[config.mk]
export PLATFORM = sky130hd
export DESIGN_NAME = mb8_arb_flat
export DESIGN_NICKNAME = d
export VERILOG_FILES = /design/src/rtl/mb8_arb_if.sv /design/src/rtl/mb8_arb.sv /design/src/flat_wrapper.sv
export SDC_FILE = /design/constraint.sdc
export NUM_CORES = 1
export LEC_CHECK = 0
export ABC_AREA = 1
export CORE_ASPECT_RATIO = 1.75
export CORE_MARGIN = 4
export CORE_UTILIZATION = 35
export CTS_CLUSTER_SIZE = 10
export DETAILED_ROUTE_END_ITERATION = 8
export PLACE_DENSITY = 0.8
export SLEW_MARGIN = 20
export SYNTH_ARGS = -nofsm -noshare
export SYNTH_HDL_FRONTEND = slang
export SYNTH_SLANG_ARGS = --single-unit
[constraint.sdc]
create_clock -name clk -period 1.4 [get_ports clk]
set_input_delay 0.42 -clock clk [delete_from_list [all_inputs] [get_ports clk]]
set_output_delay 0.42 -clock clk [all_outputs]
set_load 0.02 [all_outputs]
[src/rtl/mb8_arb_if.sv]
// mb8_arb_if: requester-side and memory-side bus of the SPRAM arbiter
interface mb8_arb_if #(
  parameter int N   = 2,
  parameter int DSZ = 8,
  parameter int ASZ = 17
);
  logic [N-1:0]     req;
  logic [N-1:0]     we;
  logic [N*ASZ-1:0] ai;
  logic [N*DSZ-1:0] vi;
  logic [N-1:0]     gnt;
  logic [N-1:0]     ack;
  logic [DSZ-1:0]   rdata;
  logic             mem_we;
  logic [ASZ-1:0]   mem_ai;
  logic [DSZ-1:0]   mem_vi;
  logic [DSZ-1:0]   mem_vo;
  modport slave (input req, we, ai, vi, mem_vo, output gnt, ack, rdata, mem_we, mem_ai, mem_vi);
  modport master(output req, we, ai, vi, mem_vo, input gnt, ack, rdata, mem_we, mem_ai, mem_vi);
endinterface

[src/rtl/mb8_arb.sv]
// mb8_arb: round-robin SPRAM bus arbiter; define MB8_ARB_PRIO_EN to give requester 0 fixed priority
module mb8_arb #(
  parameter int N   = 2,
  parameter int DSZ = 8,
  parameter int ASZ = 17
) (
  input logic       clk,
  input logic       rst_n,
  mb8_arb_if.slave  bus
);
  localparam int LW = (N > 1) ? $clog2(N) : 1;
  logic [N-1:0]   gnt_q, gnt_d, ack_q, ack_d, elig, rr;
  logic           mem_we_q, mem_we_d, hit, prio_win;
  logic [ASZ-1:0] mem_ai_q, mem_ai_d;
  logic [DSZ-1:0] mem_vi_q, mem_vi_d;
  logic [LW-1:0]  last_q, last_d, w;
  int             idx;
  // pick the winner and form the next issue; the requester just granted sits out one cycle
  always_comb begin
    elig = bus.req & ~gnt_q;
    rr = elig;
    prio_win = 1'b0;
`ifdef MB8_ARB_PRIO_EN
    rr[0] = 1'b0;
    prio_win = elig[0];
`endif
    w = '0;
    hit = 1'b0;
    idx = 0;
    for (int i = 1; i <= N; i++) begin
      idx = int'(last_q) + i;
      if (idx >= N) idx = idx - N;
      if (!hit && rr[LW'(idx)]) begin
        hit = 1'b1;
        w = LW'(idx);
      end
    end
    if (prio_win) w = '0;
    gnt_d = |elig ? {{(N-1){1'b0}}, 1'b1} << w : '0;
    ack_d = gnt_q;
    last_d = (|elig && !prio_win) ? w : last_q;
    mem_we_d = |elig ? bus.we[w] : 1'b0;
    mem_ai_d = |elig ? bus.ai[int'(w)*ASZ +: ASZ] : mem_ai_q;
    mem_vi_d = |elig ? bus.vi[int'(w)*DSZ +: DSZ] : mem_vi_q;
  end
  // issue/ack registers; reset drops any access in flight
  always_ff @(posedge clk or negedge rst_n) begin
    if (!rst_n) begin
      gnt_q <= '0;
      ack_q <= '0;
      mem_we_q <= 1'b0;
      mem_ai_q <= '0;
      mem_vi_q <= '0;
      last_q <= LW'(N - 1);
    end else begin
      gnt_q <= gnt_d;
      ack_q <= ack_d;
      mem_we_q <= mem_we_d;
      mem_ai_q <= mem_ai_d;
      mem_vi_q <= mem_vi_d;
      last_q <= last_d;
    end
  end
  assign bus.gnt = gnt_q;
  assign bus.ack = ack_q;
  assign bus.mem_we = mem_we_q;
  assign bus.mem_ai = mem_ai_q;
  assign bus.mem_vi = mem_vi_q;
  assign bus.rdata = bus.mem_vo;
endmodule

[src/flat_wrapper.sv]
// flat-port wrapper written by rule: the top's interface ports become plain ports
module mb8_arb_flat 
#(
  parameter int N   = 2,
  parameter int DSZ = 8,
  parameter int ASZ = 17
)
  (clk, rst_n, bus_req, bus_we, bus_ai, bus_vi, bus_mem_vo, bus_gnt, bus_ack, bus_rdata, bus_mem_we, bus_mem_ai, bus_mem_vi);
  mb8_arb_if #(.N(N), .DSZ(DSZ), .ASZ(ASZ)) bus_i ();
  input logic clk;
  input logic rst_n;
  input wire logic [$bits(bus_i.req)-1:0] bus_req;
  input wire logic [$bits(bus_i.we)-1:0] bus_we;
  input wire logic [$bits(bus_i.ai)-1:0] bus_ai;
  input wire logic [$bits(bus_i.vi)-1:0] bus_vi;
  input wire logic [$bits(bus_i.mem_vo)-1:0] bus_mem_vo;
  output wire logic [$bits(bus_i.gnt)-1:0] bus_gnt;
  output wire logic [$bits(bus_i.ack)-1:0] bus_ack;
  output wire logic [$bits(bus_i.rdata)-1:0] bus_rdata;
  output wire logic [$bits(bus_i.mem_we)-1:0] bus_mem_we;
  output wire logic [$bits(bus_i.mem_ai)-1:0] bus_mem_ai;
  output wire logic [$bits(bus_i.mem_vi)-1:0] bus_mem_vi;
  assign bus_i.req = bus_req;
  assign bus_i.we = bus_we;
  assign bus_i.ai = bus_ai;
  assign bus_i.vi = bus_vi;
  assign bus_i.mem_vo = bus_mem_vo;
  assign bus_gnt = bus_i.gnt;
  assign bus_ack = bus_i.ack;
  assign bus_rdata = bus_i.rdata;
  assign bus_mem_we = bus_i.mem_we;
  assign bus_mem_ai = bus_i.mem_ai;
  assign bus_mem_vi = bus_i.mem_vi;
  mb8_arb #(.N(N), .DSZ(DSZ), .ASZ(ASZ)) u_core (.clk(clk), .rst_n(rst_n), .bus(bus_i));
endmodule
==> metrics.md, run 1 <==
| Metric | Value |
|---|---|
| Synth top area share | `between 50% and 60%` |
| Insertion delay to the later sink of the worst-skew pair | `0.28 ns` |
| Crit-path cells | `dlygate4sd2_1` |
| Routed WL | `~4400 um` |
| Top delay family on crit path | `flip-flops` |
| DRC violations left | `0` |
| Fin crit period | `1.368 ns` |
| Antenna Cells | `0` |
| Critical path startpoint category | `register` |
| Area contributors post-synth | `dfrtp_1, nand3_1, nand2_1, buf_4, dfstp_2` |
| Largest net degree at the start of global routing | `28` |
| Die width | `around 57 um` |
| Post-DP HPWL | `3374 um` |
| Fmax | `around 0.73 GHz` |
| Critical path's largest stage delay | `~0.36 ns` |
| ANT nets after route | `0` |
| Via-to-Cell Ratio | `around 4.9` |
| Via count | `around 1500` |
| Flops & latches, synth | `31` |
| Clock Tree Buf Depth | `2` |
| Seq/Total Area, Yosys | `~53%` |
| Worst-Margin Slew | `0.2730 ns` |
| Number of H-tree levels | `2` |
| Layout cells sized above 1 | `between 10% and 20%` |
| Congestion Overflow GR | `0` |
| WP data arrival | `roughly 0.95 ns` |
| Tot Pwr | `approximately 0.0042 W` |
| Max Cap Viol | `0` |
| Clock skew | `0.002603 ns` |
| RSZ-0062 raised after global routing | `false` |
| IO buf count | `85` |
| Hold buffers post-CTS | `0` |
| Syn-to-layout area delta | `63.48%` |
| Buf+Inv Stages, Crit Path | `1` |
| Power per cell area | `between 1500 and 2000 mW/mm2` |
| Kind of critical path | `register to output pin` |
| Initial antenna violation count | `0` |
| Die H | `around 94 um` |
| Worst-path cell with the longest stage delay | `dfrtp_1` |
| Num rows | `30` |
| Crit end category | `output pin` |
| Reg-to-reg startpoint | `u_core.last_q$_DFFE_PN1P_` |
| # nets final | `about 320` |
| Sink Count | `31` |
| Pre-Repair DR Iteration Count | `4` |
| GRT Total Usage | `17.05%` |
| Mapped Nets | `about 230` |
| Io pins | `102` |
| Mapped Cells | `roughly 160` |
| Cell variety after synth | `15` |
| Area of the die | `between 0.005 and 0.006 mm2` |
| Status | `completed` |
| Peak fanout along the critical path | `1` |
| Final std cells w/o fill | `300` |
| Vias in the first global route | `between 1500 and 2000` |
| WL/cell | `between 10 and 15 um` |
| Slew Limit Fails | `0` |
| R2r setup slk | `between 0.1 and 0.15 ns` |
| Root Driver | `clkbuf_8` |
| Initial Util | `roughly 37%` |
| Crit path required time | `~0.98 ns` |
| CTS tree | `done` |
| Gpl congestion | `0.7549` |
| Avg Inst Size Synth | `8.996 um2` |
| First-pass GRT wire length | `~7200 um` |
| Core area | `between 0.003 and 0.004 mm2` |
| R2R cell count | `5` |
| Cts bufs inserted | `5` |
| Worst r2r dst | `u_core.bus.mem_we$_DFF_PN0_` |
| DP Cell Count | `292` |
| Maximum vdd drop | `~1.1 mV` |
| Final Cycle Share | `97.71%` |
| Final setup viols | `0` |
| Yosys top cell by area | `dfrtp_1` |
| Static Leakage | `1.130 nW` |
| Ys Warns | `0` |
| Worst-path clk slew | `roughly 0.060 ns` |
| Initial DRC count | `a little over 40` |
| Mapped cell area | `0.001466 mm2` |
| Slew HR | `approximately four fifths` |
| Class of the worst hold path | `input pin to asynchronous set/reset pin` |
| Final hold vios | `0` |
==> registers in the layout (all words and copies together) (netlist names) <==
name               flops
u_core.bus.mem_ai     17
u_core.bus.mem_vi      8
u_core.bus.ack         2
u_core.bus.gnt         2
u_core.bus.mem_we      1
u_core.last_q          1
==> synthesized netlist by cell type (all sizes together) <==
| cell type | n |
|---|---|
| nand3 | 76 |
| dfrtp | 30 |
| nand2 | 30 |
| buf | 18 |
| inv | 5 |
| o21ai | 2 |
| dfstp | 1 |
| nor2 | 1 |
==> final cells by class <==
type	instances	area [um2]
clock inverters	2	35.03
inverters	5	18.77
well taps	48	60.06
repair buffers	99	885.9
clock buffers	6	82.58
flip-flops and latches	31	777.0
multi-input cells	109	538.0
fillers	380	1582
==> through the flow <==
| step | worst slack (ns) | setup TNS (ns) | hold WS, ns | area, um2 | util, % |
|---|---|---|---|---|---|
| 2_1_floorplan | 0.1702 | 0 | 0.1244 | 1466 | - |
| 3_5_place_dp | -0.2136 | -4.971 | 0.4662 | 2387 | 60.00 |
| 3_3_place_gp | -0.1737 | -4.284 | 0.4576 | 2387 | 60.00 |
| 5_1_grt | 0.0001628 | 0 | 0.4862 | 2397 | 60.25 |
| 4_1_cts | 0.001374 | 0 | 0.4729 | 2496 | 62.74 |
| 6_report | 0.03207 | 0 | 0.4730 | 2397 | 60.25 |
==> where the power goes <==
group | total [W] | internal, W | leakage (nW) | switching [W]
logic | 0.00186 | 0.000768 | 0.696 | 0.00109
registers | 0.00143 | 0.00124 | 0.373 | 0.000191
clock network | 0.000897 | 0.000575 | 0.0612 | 0.000322
total | 0.00419 | 0.00258 | 1.13 | 0.00160
==> logic make-up (layout without fill, tap and decap cells) <==
logic type / after synthesis / in the layout / share of synthesized area, %
AND/OR/NAND/NOR: 107 / 107 / 36.01
flip-flops: 31 / 31 / 52.99
buffers and inverters: 23 / 112 / 10.32
AO/OA/AOI/OAI: 2 / 2 / 0.6819
==> worst max path at each step <==
| stage | start | endpoint | slack, ns | depth (start not counted) |
|---|---|---|---|---|
| final | u_core.bus.ack[0]$_DFF_PN0_ | bus_ack[0] | 0.03 | 1 |
| after global routing | u_core.bus.mem_ai[6]$_DFFE_PN0P_ | bus_mem_ai[6] | 0.0002 | 1 |
| after CTS | u_core.bus.mem_vi[2]$_DFFE_PN0P_ | bus_mem_vi[2] | 0.001 | 1 |
| after detailed placement | bus_req[0] | u_core.bus.mem_vi[1]$_DFFE_PN0P_ | -0.21 | 6 |
| after global placement | bus_req[0] | u_core.bus.mem_we$_DFF_PN0_ | -0.17 | 5 |
| after floorplan | u_core.bus.gnt[0]$_DFF_PN0_ | u_core.bus.mem_ai[0]$_DFFE_PN0P_ | 0.17 | 6 |
==> metal layers <==
| metal | share of wire [%] | track usage (%) | vias up |
|---|---|---|---|
| met5 | 0 | 0 | - |
| met4 | 1.0 | 5.222 | 0 |
| met3 | 6.7 | 4.696 | 5 |
| met2 | 55 | 30.73 | 52 |
| met1 | 37 | 19.04 | 681 |
| li1 | - | - | 724 |
==> cells in the final DEF, fill, tap and decap left out, types with 2 or more instances in the layout <==
master,n
buf_12,3
dlygate4sd2_1,2
clkbuf_2,21
clkdlybuf4s15_1,7
clkdlybuf4s50_1,55
clkbuf_8,6
dfrtp_1,30
inv_1,4
nand2_1,28
nand3_1,75
buf_4,11
==> timing repair <==
item                       in CTS  in global routing
hold endpoints to repair        0                  0
gates resized for setup        53                 26
buffers inserted                0                  0
setup endpoints to repair      30                 25
Power figures use the tool's default switching activity.
==> run 2, diff against run 1 <==
Settings changed: SETUP_SLACK_MARGIN set to 0.3, TNS_END_PERCENT set to 20.
==> metrics.md, run 2 (synthesis gave the netlist of run 1 again) <==
| Metric | Value |
|---|---|
| Area after DPL | `0.002420 mm2` |
| R2R cell count | `7` |
| WP data arrival | `around 0.83 ns` |
| Cts bufs inserted | `5` |
| RSZ-0062 raised after global routing | `true` |
| Final Cycle Share | `roughly nine tenths` |
| Initial DRC count | `between 50 and 60` |
| Most common cell after layout, fill and taps aside | `nand3_1` |
| CTS tree | `done` |
| IO buf count | `85` |
| Max Cap Viol | `0` |
| Initial Util | `a little under two fifths` |
| Die width | `56.93 um` |
| Static Leakage | `1.212 nW` |
| Hold buffers post-CTS | `0` |
| WL/cell | `15.16 um` |
| Antenna Cells | `0` |
| Critical path's largest stage delay | `roughly 0.4 ns` |
| Initial antenna violation count | `0` |
| Largest net degree at the start of global routing | `32` |
| Gpl congestion | `0.7278` |
| Critical path startpoint category | `register` |
| Final hold vios | `0` |
| Buf+Inv Stages, Crit Path | `1` |
| Congestion Overflow GR | `0` |
| Worst-Margin Slew | `roughly 0.30 ns` |
| Pre-Repair DR Iteration Count | `4` |
| DP Worst Slack | `-0.2699 ns` |
| Slew Limit Fails | `0` |
| Clock skew | `between 0.003 and 0.004 ns` |
| Sink Count | `31` |
| Kind of critical path | `register to output pin` |
| Syn-to-layout area delta | `75.60%` |
| Max reg flops | `17` |
| CP Depth | `1` |
| Hold Slack | `slightly above 0.5 ns` |
| First-pass GRT wire length | `approximately 7000 um` |
| Fmax | `roughly 0.80 GHz` |
| Post-layout util | `between 60% and 70%` |
| Area of the die | `between 0.005 and 0.006 mm2` |
| Commonest cells after routing, fill and taps aside | `nand3_1, clkdlybuf4s50_1, dfrtp_1, nand2_1, buf_2` |
| Maximum vdd drop | `1.048 mV` |
| Status | `completed` |
| Crit path required time | `about 1 ns` |
| Routed WL | `4625 um` |
| Slew HR | `79.88%` |
| Clock Tree Buf Depth | `2` |
| Final worst setup slack | `between 0.15 and 0.2 ns` |
| Crit end category | `output pin` |
| Power per cell area | `1698 mW/mm2` |
| Worst-path clk slew | `~0.06 ns` |
| Crit-path cells | `buf_6` |
| Design Area, Final | `0.002575 mm2` |
| Core area | `around 0.0040 mm2` |
| Insertion delay to the later sink of the worst-skew pair | `between 0.2 and 0.3 ns` |
| Root Driver | `clkbuf_8` |
| R2r setup slk | `0.18 ns` |
| DRC violations left | `0` |
| Number of H-tree levels | `2` |
| ANT nets after route | `0` |
| Io pins | `~100` |
| Vias in the first global route | `roughly 1500` |
| GRT Total Usage | `around 17%` |
| Post-DP HPWL | `about 3400 um` |
| Via-to-Cell Ratio | `~5.0` |
| Class of the worst hold path | `input pin to asynchronous set/reset pin` |
| Num rows | `30` |
| Die H | `between 90 and 100 um` |
| Peak fanout along the critical path | `2` |
| Top delay family on crit path | `flip-flops` |
| # nets final | `320` |
| Final setup viols | `0` |
| Worst-path cell with the longest stage delay | `dfrtp_1` |
| Fin crit period | `roughly 1.2 ns` |
| Via count | `~1500` |
| Layout cells sized above 1 | `roughly 28%` |
[run 2: changes by cell type in the layout (fill, tap and decap cells not counted), moves of 2 or more]
| cell | change |
|---|---|
| clkbuf_2 | -21 |
| buf_2 | +19 |
| buf_6 | +14 |
| clkdlybuf4s15_1 | -7 |
| nand2_1 | -5 |
| nand2_4 | +4 |
| buf_12 | +3 |
| buf_4 | -3 |
| clkbuf_1 | +2 |
| dfrtp_1 | -2 |
| dfrtp_2 | +2 |
| nand3_1 | -2 |
[run 2: routing by layer]
metal	part of all wire, %	wire length [um]	vias up	global-route usage (%)
li1	-	-	736	-
met3	7.1	328	6	4.006
met4	1.1	53	0	6.576
met1	35	1610	728	17.41
met2	57	2632	64	32.44
met5	0	0	-	0
[run 2: worst paths after layout]
path | endpoint | start
min in group clk | u_core.last_q$_DFFE_PN1P_ | u_core.last_q$_DFFE_PN1P_
worst min-delay path | u_core.bus.mem_ai[8]$_DFFE_PN0P_ | rst_n
worst min register to register | u_core.last_q$_DFFE_PN1P_ | u_core.last_q$_DFFE_PN1P_
worst max-delay path | bus_mem_ai[9] | u_core.bus.mem_ai[9]$_DFFE_PN0P_
max in group asynchronous | u_core.last_q$_DFFE_PN1P_ | rst_n
worst max register to register | u_core.bus.mem_vi[1]$_DFFE_PN0P_ | u_core.bus.gnt[0]$_DFF_PN0_
[run 2: through the flow]
step | std cells | setup TNS (ns) | total power (W)
6_report | 305 | 0 | 0.004371
2_1_floorplan | 163 | 0 | 0.002557
4_1_cts | 304 | 0 | 0.004286
5_1_grt | 305 | 0 | 0.004630
3_5_place_dp | 289 | -6.554 | 0.003679
3_3_place_gp | 289 | -5.245 | 0.003615
[run 2: power breakdown]
group          switching [W]  internal (W)  total [W]
clock               0.000300      0.000348   0.000647
combinational        0.00121       0.00106    0.00227
sequential          0.000207       0.00125    0.00145
total                0.00172       0.00265    0.00437
[run 2: what timing repair did]
| item | 4_1_cts | 5_1_grt |
|---|---|---|
| buffers inserted | 7 | 0 |
| gates resized for setup | 143 | 21 |
| setup endpoints to repair | 59 | 59 |
| pin swaps | 0 | 3 |
| gates cloned | 0 | 1 |
[run 2: final cells by class]
class,instances,area (um2)
fillers,340,1404
repair buffers,104,1022
flip-flops and latches,31,779.5
multi-input cells,109,605.6
clock buffers,7,76.32
well taps,48,60.06
inverters,5,26.28
clock inverters,1,5.005
